$ cat config.mk
export PLATFORM = sky130hd
export DESIGN_NAME = serial_pattern_gen_flat
export DESIGN_NICKNAME = d
export VERILOG_FILES = /design/src/rtl/serial_pattern_gen_if.sv /design/src/rtl/serial_pattern_gen.sv /design/src/flat_wrapper.sv
export SDC_FILE = /design/constraint.sdc
export NUM_CORES = 1
export LEC_CHECK = 0
export BUFFER_PORTS_ARGS = -buffer_cell sky130_fd_sc_hd__buf_2
export CORE_UTILIZATION = 43
export DETAILED_ROUTE_END_ITERATION = 8
export PLACE_DENSITY = 0.72
export SLEW_MARGIN = 30
export SYNTH_ARGS = -nofsm -noshare
export SYNTH_HDL_FRONTEND = slang
export SYNTH_SLANG_ARGS = --single-unit
$ cat constraint.sdc
create_clock -name hz100 -period 3.3 [get_ports hz100]
set_input_delay 0.66 -clock hz100 [delete_from_list [all_inputs] [get_ports hz100]]
set_output_delay 0.66 -clock hz100 [all_outputs]
set_load 0.01 [all_outputs]
$ cat src/rtl/serial_pattern_gen_if.sv
// Bus bundle for serial_pattern_gen: pattern/control inputs and the serial output side.
// master drives the pattern and pushbuttons; slave is the generator.
interface serial_pattern_gen_if #(
    parameter int WIDTH = 8,
    parameter int LW    = $clog2(WIDTH + 1)
);
    logic [WIDTH-1:0] pattern;
    logic [LW-1:0]    len;
    logic             start;
    logic             step;
    logic             auto_mode;
    logic             repeat_en;
    logic             sdata;
    logic             sclk;
    logic             busy;
    logic             done;
    logic [LW-1:0]    bitidx;

    modport master (
        output pattern, len, start, step, auto_mode, repeat_en,
        input  sdata, sclk, busy, done, bitidx
    );

    modport slave (
        input  pattern, len, start, step, auto_mode, repeat_en,
        output sdata, sclk, busy, done, bitidx
    );
endinterface

$ cat src/rtl/serial_pattern_gen.sv
// Serial pattern transmitter: shifts a latched pattern out MSB-first with a one-cycle
// sclk strobe per bit, advanced by a debounced step button or an internal divider.
module serial_pattern_gen #(
    parameter int WIDTH = 8,
    parameter int DIV   = 50
) (
    input logic                 hz100,
    input logic                 reset,
    serial_pattern_gen_if.slave bus
);
    localparam int LW = $clog2(WIDTH + 1);
    localparam int DW = (DIV > 1) ? $clog2(DIV) : 1;
    localparam logic [DW-1:0] DIV_LAST = DW'(DIV - 1);
    localparam logic [LW-1:0] WIDTH_L  = LW'(WIDTH);

    typedef enum logic [1:0] {
        IDLE,
        SETUP,
        STROBE,
        DONE
    } state_t;

    state_t state, state_n;

    logic [1:0]       start_sync, step_sync;
    logic             start_prev, step_prev;
    logic             start_ev, step_ev;

    logic [WIDTH-1:0] shadow, shadow_n;
    logic [LW-1:0]    len_q, len_n;
    logic [LW-1:0]    bitidx_q, bitidx_n;
    logic [LW-1:0]    eff_len, eff_len_n, sel_n;
    logic [DW-1:0]    div_q, div_n;
    logic             last_bit;
    logic             sdata_n;
    logic             sdata_q, sclk_q, busy_q, done_q;

    always_ff @(posedge hz100 or posedge reset) begin
        if (reset) begin
            start_sync <= '0;
            step_sync  <= '0;
            start_prev <= 1'b0;
            step_prev  <= 1'b0;
        end else begin
            start_sync <= {start_sync[0], bus.start};
            step_sync  <= {step_sync[0], bus.step};
            start_prev <= start_sync[1];
            step_prev  <= step_sync[1];
        end
    end

    assign start_ev = start_sync[1] & ~start_prev;
    assign step_ev  = step_sync[1] & ~step_prev;

    // A latched len of 0 or beyond WIDTH means "send the full WIDTH bits".
    assign eff_len  = (len_q == '0 || len_q > WIDTH_L) ? WIDTH_L : len_q;
    assign last_bit = (bitidx_q == eff_len - LW'(1));

    always_ff @(posedge hz100 or posedge reset) begin
        if (reset) state <= IDLE;
        else       state <= state_n;
    end

    always_comb begin
        state_n  = state;
        shadow_n = shadow;
        len_n    = len_q;
        bitidx_n = bitidx_q;
        div_n    = div_q;
        case (state)
            IDLE: begin
                bitidx_n = '0;
                if (start_ev) begin
                    shadow_n = bus.pattern;
                    len_n    = bus.len;
                    div_n    = '0;
                    state_n  = SETUP;
                end
            end
            SETUP: begin
                if (bus.auto_mode) begin
                    if (div_q == DIV_LAST) state_n = STROBE;
                    else                   div_n   = div_q + 1'b1;
                end else if (step_ev) begin
                    state_n = STROBE;
                end
            end
            STROBE: begin
                div_n = '0;
                if (!last_bit) begin
                    bitidx_n = bitidx_q + 1'b1;
                    state_n  = SETUP;
                end else if (bus.repeat_en) begin
                    bitidx_n = '0;
                    state_n  = SETUP;
                end else begin
                    bitidx_n = eff_len;
                    state_n  = DONE;
                end
            end
            DONE: begin
                bitidx_n = '0;
                state_n  = IDLE;
            end
            default: state_n = IDLE;
        endcase

        // Outputs are registered from next-state values so they track the state with no lag.
        eff_len_n = (len_n == '0 || len_n > WIDTH_L) ? WIDTH_L : len_n;
        sel_n     = eff_len_n - LW'(1) - bitidx_n;
        sdata_n   = 1'b0;
        if (state_n == SETUP || state_n == STROBE) begin
            for (int unsigned i = 0; i < WIDTH; i++) begin
                if (LW'(i) == sel_n) sdata_n = shadow_n[i];
            end
        end
    end

    always_ff @(posedge hz100 or posedge reset) begin
        if (reset) begin
            shadow   <= '0;
            len_q    <= '0;
            bitidx_q <= '0;
            div_q    <= '0;
            sdata_q  <= 1'b0;
            sclk_q   <= 1'b0;
            busy_q   <= 1'b0;
            done_q   <= 1'b0;
        end else begin
            shadow   <= shadow_n;
            len_q    <= len_n;
            bitidx_q <= bitidx_n;
            div_q    <= div_n;
            sdata_q  <= sdata_n;
            sclk_q   <= (state_n == STROBE);
            busy_q   <= (state_n == SETUP) || (state_n == STROBE);
            done_q   <= (state_n == DONE);
        end
    end

    assign bus.sdata  = sdata_q;
    assign bus.sclk   = sclk_q;
    assign bus.busy   = busy_q;
    assign bus.done   = done_q;
    assign bus.bitidx = bitidx_q;
endmodule

$ cat src/flat_wrapper.sv
// flat-port wrapper written by rule: the top's interface ports become plain ports
module serial_pattern_gen_flat 
#(
    parameter int WIDTH = 8,
    parameter int DIV   = 50
)
  (hz100, reset, bus_pattern, bus_len, bus_start, bus_step, bus_auto_mode, bus_repeat_en, bus_sdata, bus_sclk, bus_busy, bus_done, bus_bitidx);
  serial_pattern_gen_if #(.WIDTH(WIDTH)) bus_i ();
  input logic hz100;
  input logic reset;
  input wire logic [$bits(bus_i.pattern)-1:0] bus_pattern;
  input wire logic [$bits(bus_i.len)-1:0] bus_len;
  input wire logic [$bits(bus_i.start)-1:0] bus_start;
  input wire logic [$bits(bus_i.step)-1:0] bus_step;
  input wire logic [$bits(bus_i.auto_mode)-1:0] bus_auto_mode;
  input wire logic [$bits(bus_i.repeat_en)-1:0] bus_repeat_en;
  output wire logic [$bits(bus_i.sdata)-1:0] bus_sdata;
  output wire logic [$bits(bus_i.sclk)-1:0] bus_sclk;
  output wire logic [$bits(bus_i.busy)-1:0] bus_busy;
  output wire logic [$bits(bus_i.done)-1:0] bus_done;
  output wire logic [$bits(bus_i.bitidx)-1:0] bus_bitidx;
  assign bus_i.pattern = bus_pattern;
  assign bus_i.len = bus_len;
  assign bus_i.start = bus_start;
  assign bus_i.step = bus_step;
  assign bus_i.auto_mode = bus_auto_mode;
  assign bus_i.repeat_en = bus_repeat_en;
  assign bus_sdata = bus_i.sdata;
  assign bus_sclk = bus_i.sclk;
  assign bus_busy = bus_i.busy;
  assign bus_done = bus_i.done;
  assign bus_bitidx = bus_i.bitidx;
  serial_pattern_gen #(.WIDTH(WIDTH), .DIV(DIV)) u_core (.hz100(hz100), .reset(reset), .bus(bus_i));
endmodule
==> metrics.cfg, run 1 <==
[placed_design]
io_buffer_count = 25
globalplace.congestion = 0.941
dp_hpwl_um = 2590

[worst_setup_path]
crit_top_cell = nand2b_4
cp.required_ns = 3.53
endpoint_kind = register
critical_path_class = register to register
crit_family = adder cells
cp_slowest_cell = fa_2
path_buf_inv = 1
crit_chain = nand2b_4 -> ha_2 -> xnor2_1 -> nor2_2 -> nand4_1 -> o221a_4 -> ha_4 -> fa_2 -> buf_6 -> nand2b_4 -> nor2_1 -> or3_1 -> o22a_1 -> a21oi_2
rrSetupSlack_ns = 0.11
slowest_delay_ns = 0.48
start_kind = register
critPathMaxFanout = 4
crit_arrival_ns = 3.42

[detailed_routing]
vias = 1394
drcViolationCount = 0
routed_wl_um = 3620
ant_nets = 0
drt-initial-drc-count = 41
wire_per_inst_um = 13.7
firstDrtPassIters = 6
viasPerCell = 5.26

[sta]
slew_headroom = 0.606
finalCriticalPeriod_ns = 3.19
final.setup_skew_ns = 0.00707
final.setup.tns_ns = 0
finalCritPeriodShare = 0.965
slew_violations = 0
worst_slew_pin_slew_ns = 0.583
max_freq_mhz = 314
hold_viol = 0
setup_viol = 0

[logic_synthesis]
syn_area_um2 = 1810
ys_ff_latch = 34
ys_seq_area_frac = 0.470
synthCells = 171
synth_area_leaders = dfrtp_1, ha_1, mux2_2
syn_nets = 199
yosysTopAreaCell = dfrtp_1
syn_avg_cell_area_um2 = 10.6
ys_warn_count = 0
synth-edff-count = 0
synth.top_cell.area_share = 0.470
netlist-cell-type-count = 45
ys.flop_type = dfrtp_1
async_flop_share = 1.00

[clock_network]
cts_tree = built
cts.sinks = 34
htreeDepth = 2
clk_latency_ns = 0.29
cts_buffers = 5
root_buffer = clkbuf_8
clockBufferDepth = 2
clkTransAtPathRegs_ns = 0.07

[global_route]
antenna_found_initial = 0
grt_pass1_wl_um = 5850
grtUsageTotal = 0.182
grt_pass1_vias = 1385
grt_start_max_net_pins = 35
grt_remaining_overflow = 0

[run_status]
status = complete, no violations

[worst_hold_path]
hold_path_class = register to register

[die]
start_util = 0.449
boundaryPins = 26
die_w_um = 66.9
coreArea_um2 = 4030
dieHeight_um = 66.9
dieArea_um2 = 4470
num_rows = 23

[power]
power.density_nw_per_um2 = 857
pwr-share-comb = 0.525
clock_power_share = 0.164
p_sw_mw = 0.706
p_int_mw = 1.24
sw_frac_of_total = 0.363
p_leak_nw = 1.10
seqPwrFrac = 0.311
total_power_mw = 1.95
peakVddDrop_mv = 0.509

[cells_and_area]
multi_input_area_um2 = 1000
drive_gt1_frac = 0.367
fill_cells = 367
regArea_um2 = 851
fin_nets = 242
n_antenna_cell = 0
area_growth_pct = 25.5

[job]
cap_violations = 0

-- worst reg2reg max path, cell delays in order (launching register included) --
cell and delay, ns:
dfrtp_1 0.40, nand2b_4 0.15, ha_2 0.28, xnor2_1 0.13
nor2_2 0.14, nand4_1 0.17, o221a_4 0.32, ha_4 0.17
fa_2 0.48, buf_6 0.14, nand2b_4 0.06, nor2_1 0.03
or3_1 0.36, o22a_1 0.20, a21oi_2 0.09
-- kinds of logic after synthesis --
group / after synthesis / synth area share
and+or+nand+nor: 61 / 0.176
AOI/OAI and AO/OA: 34 / 0.126
DFF: 34 / 0.470
muxes: 14 / 0.0926
buffers and inverters: 12 / 0.0332
adders and majority gates: 10 / 0.0733
xor gates and xnor gates: 6 / 0.0290
-- routing by layer --
layer | global-route usage | vias to the layer above | part of all wire
met5 | 0 | - | 0
met4 | 0.0771 | 0 | 0.015
met3 | 0.0616 | 6 | 0.041
met2 | 0.311 | 27 | 0.50
met1 | 0.204 | 672 | 0.45
li1 | - | 689 | -
-- state kept, by name, summed over array words and instances, names as in the netlist --
signal             count
u_core.shadow          8
u_core.bus.bitidx      4
u_core.len_q           4
u_core.div_q           6
u_core.start_sync      2
u_core.step_sync       2
u_core.state           2
u_core.bus.sclk        1
u_core.start_prev      1
u_core.bus.busy        1
u_core.bus.done        1
u_core.step_prev       1
u_core.bus.sdata       1
-- what timing repair did --
action                     CTS  global route
hold buffers                 0             0
pin swaps                    3             8
resized for setup            0            18
setup endpoints to repair    1             1
gates cloned                 0             0
buffers inserted             2             1
-- Yosys cell counts (2+ instances only) --
cell	number
a21oi_1	4
a31oi_1	2
buf_6	2
dfrtp_1	34
ha_1	9
inv_1	9
mux2_2	10
mux2_4	3
nand2_1	15
nand2b_1	7
nand3_1	6
nand4_1	2
nor2_1	15
nor2b_1	4
nor3_1	3
o21ai_0	10
o22ai_1	4
xnor2_1	5
-- final timing paths --
check,startpoint,to,depth (start not counted)
min in group asynchronous,reset,u_core.div_q[0]$_DFFE_PP0P_,3
max in group asynchronous,reset,u_core.bus.bitidx[3]$_DFF_PP0_,3
worst max register to register,u_core.len_q[3]$_DFF_PP0_,u_core.bus.sdata$_DFF_PP0_,14
worst min-delay path,u_core.step_sync[0]$_DFF_PP0_,u_core.step_sync[1]$_DFF_PP0_,0
worst max-delay path,u_core.len_q[3]$_DFF_PP0_,u_core.bus.sdata$_DFF_PP0_,14
worst min register to register,u_core.step_sync[0]$_DFF_PP0_,u_core.step_sync[1]$_DFF_PP0_,0
-- per-stage QoR --
step / cell area (µm²) / setup WS (ns) / util / hold WS [ns] / instances
2_1_floorplan: 1810 / 0.000865 / - / 0.331 / 171
3_3_place_gp: 2050 / 0.0305 / 0.510 / 0.336 / 254
3_5_place_dp: 2050 / -0.0981 / 0.510 / 0.337 / 254
4_1_cts: 2160 / 0.00300 / 0.536 / 0.352 / 264
5_1_grt: 2270 / -0.00252 / 0.564 / 0.368 / 265
6_report: 2270 / 0.114 / 0.564 / 0.348 / 265
-- final cells by class --
type	instances	share of cell area
flip-flops and latches	34	0.374
multi-input cells	125	0.440
inverters	9	0.0149
repair buffers	39	0.103
clock inverters	1	0.00220
well taps	50	0.0275
clock buffers	7	0.0380
-- cells in the final DEF (no fill, tap or decap), types with 2 or more instances in the layout --
cell type / count
mux2_4: 3
nand2b_4: 4
dfrtp_1: 34
nor2b_1: 4
ha_1: 7
inv_1: 9
nor3_1: 3
nor2_1: 14
nand3_1: 5
mux2_2: 10
o22ai_1: 4
nand2b_1: 3
nand4_1: 2
o21ai_0: 10
buf_4: 13
xnor2_2: 3
buf_2: 25
a21oi_1: 4
nand2_1: 14
clkbuf_8: 6
xnor2_1: 2
-- power by group through the flow --
stage	Clock, mW	Sequential, mW	Combinational (mW)
global placement	0	0.599	0.802
detailed placement	0	0.604	0.822
finish	0.319	0.606	1.02
global route	0.338	0.617	1.13
CTS	0.328	0.597	0.864
floorplan	0	0.594	0.623
Power figures use the tool's default switching activity.
==> inputs of run 2 (changes only) <==
- SETUP_SLACK_MARGIN: default -> 0.4
==> run 2 against run 1 <==
- final area fell by 2.1%
- register-to-register slack barely moved
- largest cell class unchanged
- clock power rose by 2%
- critical endpoint unchanged
==> metrics.cfg, run 2 (synthesis gave the netlist of run 1 again) <==
[run_status]
status = complete, no violations

[power]
power.density_nw_per_um2 = 827
peakVddDrop_mv = 0.457
p_leak_nw = 1.06
total_power_mw = 1.84

[placed_design]
place_inst = 249
io_buffer_count = 25
globalplace.congestion = 0.871
dp_hpwl_um = 2530
place_area_um2 = 2080

[global_route]
grt_remaining_overflow = 0
grtUsageTotal = 0.186
grt_start_max_net_pins = 35
grt_pass1_vias = 1348
antenna_found_initial = 0
grt_pass1_wl_um = 6020

[sta]
slew_violations = 0
rsz0062_at_grt = yes
final.setup.tns_ns = 0
setup_viol = 0
hold_viol = 0
max_freq_mhz = 314
finalCriticalPeriod_ns = 3.18
slew_headroom = 0.657
worst_slew_pin_slew_ns = 0.507
final.setup_skew_ns = 0.00335
finalCritPeriodShare = 0.965
hold_slack_ns = 0.354

[clock_network]
clk_latency_ns = 0.29
cts_hold_buf = 0
htreeDepth = 2
cts_buffers = 5
cts_tree = built
root_buffer = clkbuf_8
clkTransAtPathRegs_ns = 0.07
clockBufferDepth = 2
cts.sinks = 34

[die]
boundaryPins = 26
start_util = 0.449
dieArea_um2 = 4470
die_w_um = 66.9
dieHeight_um = 66.9
coreArea_um2 = 4030
num_rows = 23

[worst_hold_path]
worst_hold_path.num_cells = 0
min-delay-start = u_core.step_sync[0]$_DFF_PP0_
hold_path_class = register to register
hold_end = u_core.step_sync[1]$_DFF_PP0_

[worst_setup_path]
endpoint_kind = register
cp.required_ns = 3.52
critPathMaxFanout = 5
slowest_delay_ns = 0.57
crit_arrival_ns = 3.41
start_kind = register
reg2reg_from = u_core.len_q[3]$_DFF_PP0_
r2r_end = u_core.bus.sdata$_DFF_PP0_
crit_chain = nand2b_4 -> ha_4 -> xnor2_2 -> xnor2_2 -> nand4_1 -> o221a_4 -> ha_4 -> fa_2 -> nand2b_1 -> o22ai_1 -> or3_1 -> o22a_1 -> a21oi_2
r2r_cells = 13
rrSetupSlack_ns = 0.12
cp_slowest_cell = fa_2
critical_path_class = register to register

[cells_and_area]
largest-register = u_core.shadow
n_antenna_cell = 0
final_common_cell = dfrtp_1
postLayoutCellArea_um2 = 2220
largest_reg_flops = 8
fin_nets = 238
final_cells = 261
largestRegisters = u_core.shadow (8), u_core.div_q (6)
area_growth_pct = 22.8
fill_cells = 361
drive_gt1_frac = 0.327
most-common-layout-cells = dfrtp_1, buf_2, nand2_1

[detailed_routing]
wire_per_inst_um = 13.5
drt-initial-drc-count = 37
vias = 1366
viasPerCell = 5.23
firstDrtPassIters = 4
routed_wl_um = 3510
drcViolationCount = 0
ant_nets = 0

[job]
cap_violations = 0

[run 2: critical path: cells and delay by family, from the launching register on]
family,cells,cell delay (ns)
flip-flops,1,0.41
AO/OA/AOI/OAI,4,0.67
adder cells (fa/ha/maj),3,0.91
AND/OR/NAND/NOR,4,0.76
XOR/XNOR,2,0.38
[run 2: how the worst max path moves through the flow]
stage / endpoint / startpoint / slack, ns / cells after the start
finish: u_core.bus.sdata$_DFF_PP0_ / u_core.len_q[3]$_DFF_PP0_ / 0.12 / 13
floorplan: u_core.bus.sdata$_DFF_PP0_ / u_core.len_q[3]$_DFF_PP0_ / 0.19 / 13
global route: u_core.bus.sdata$_DFF_PP0_ / u_core.len_q[3]$_DFF_PP0_ / -0.06 / 13
detailed placement: u_core.bus.sdata$_DFF_PP0_ / u_core.len_q[3]$_DFF_PP0_ / 0.07 / 13
global placement: u_core.bus.sdata$_DFF_PP0_ / u_core.len_q[3]$_DFF_PP0_ / 0.15 / 13
CTS: u_core.bus.sdata$_DFF_PP0_ / u_core.len_q[3]$_DFF_PP0_ / 0.14 / 13
[run 2: layout make-up]
class / instances / area [µm²] / area share
clock inverter: 2 / 12.5 / 0.00563
timing repair buffer: 35 / 213 / 0.0957
sequential: 34 / 851 / 0.383
inverter: 9 / 33.8 / 0.0152
tap: 50 / 62.6 / 0.0281
multi-input combinational: 125 / 968 / 0.436
clock buffer: 6 / 82.6 / 0.0371
[run 2: timing repair]
action                                  CTS  global route
pin swaps                                 6             2
gates resized for setup                   2             1
setup buffers                             3             1
endpoints found under the setup margin    1             1
[run 2: power breakdown]
group | internal (mW) | switching [mW] | total, mW
sequential | 0.529 | 0.0797 | 0.608
clock | 0.168 | 0.158 | 0.326
combinational | 0.476 | 0.429 | 0.905
total | 1.17 | 0.667 | 1.84
[run 2: routing by layer]
layer | track usage | vias to the layer above | wire (µm)
met5 | 0 | - | 0
met1 | 0.225 | 663 | 1630
met3 | 0.0616 | 4 | 119
met4 | 0.0612 | 0 | 46
li1 | - | 677 | -
met2 | 0.308 | 22 | 1710
[run 2: stage by stage]
stage | utilization | setup WS [ns]
final | 0.552 | 0.116
after global routing | 0.552 | -0.0626
after CTS | 0.548 | 0.141
after detailed placement | 0.517 | 0.0726
after global placement | 0.517 | 0.152
after floorplan | - | 0.190
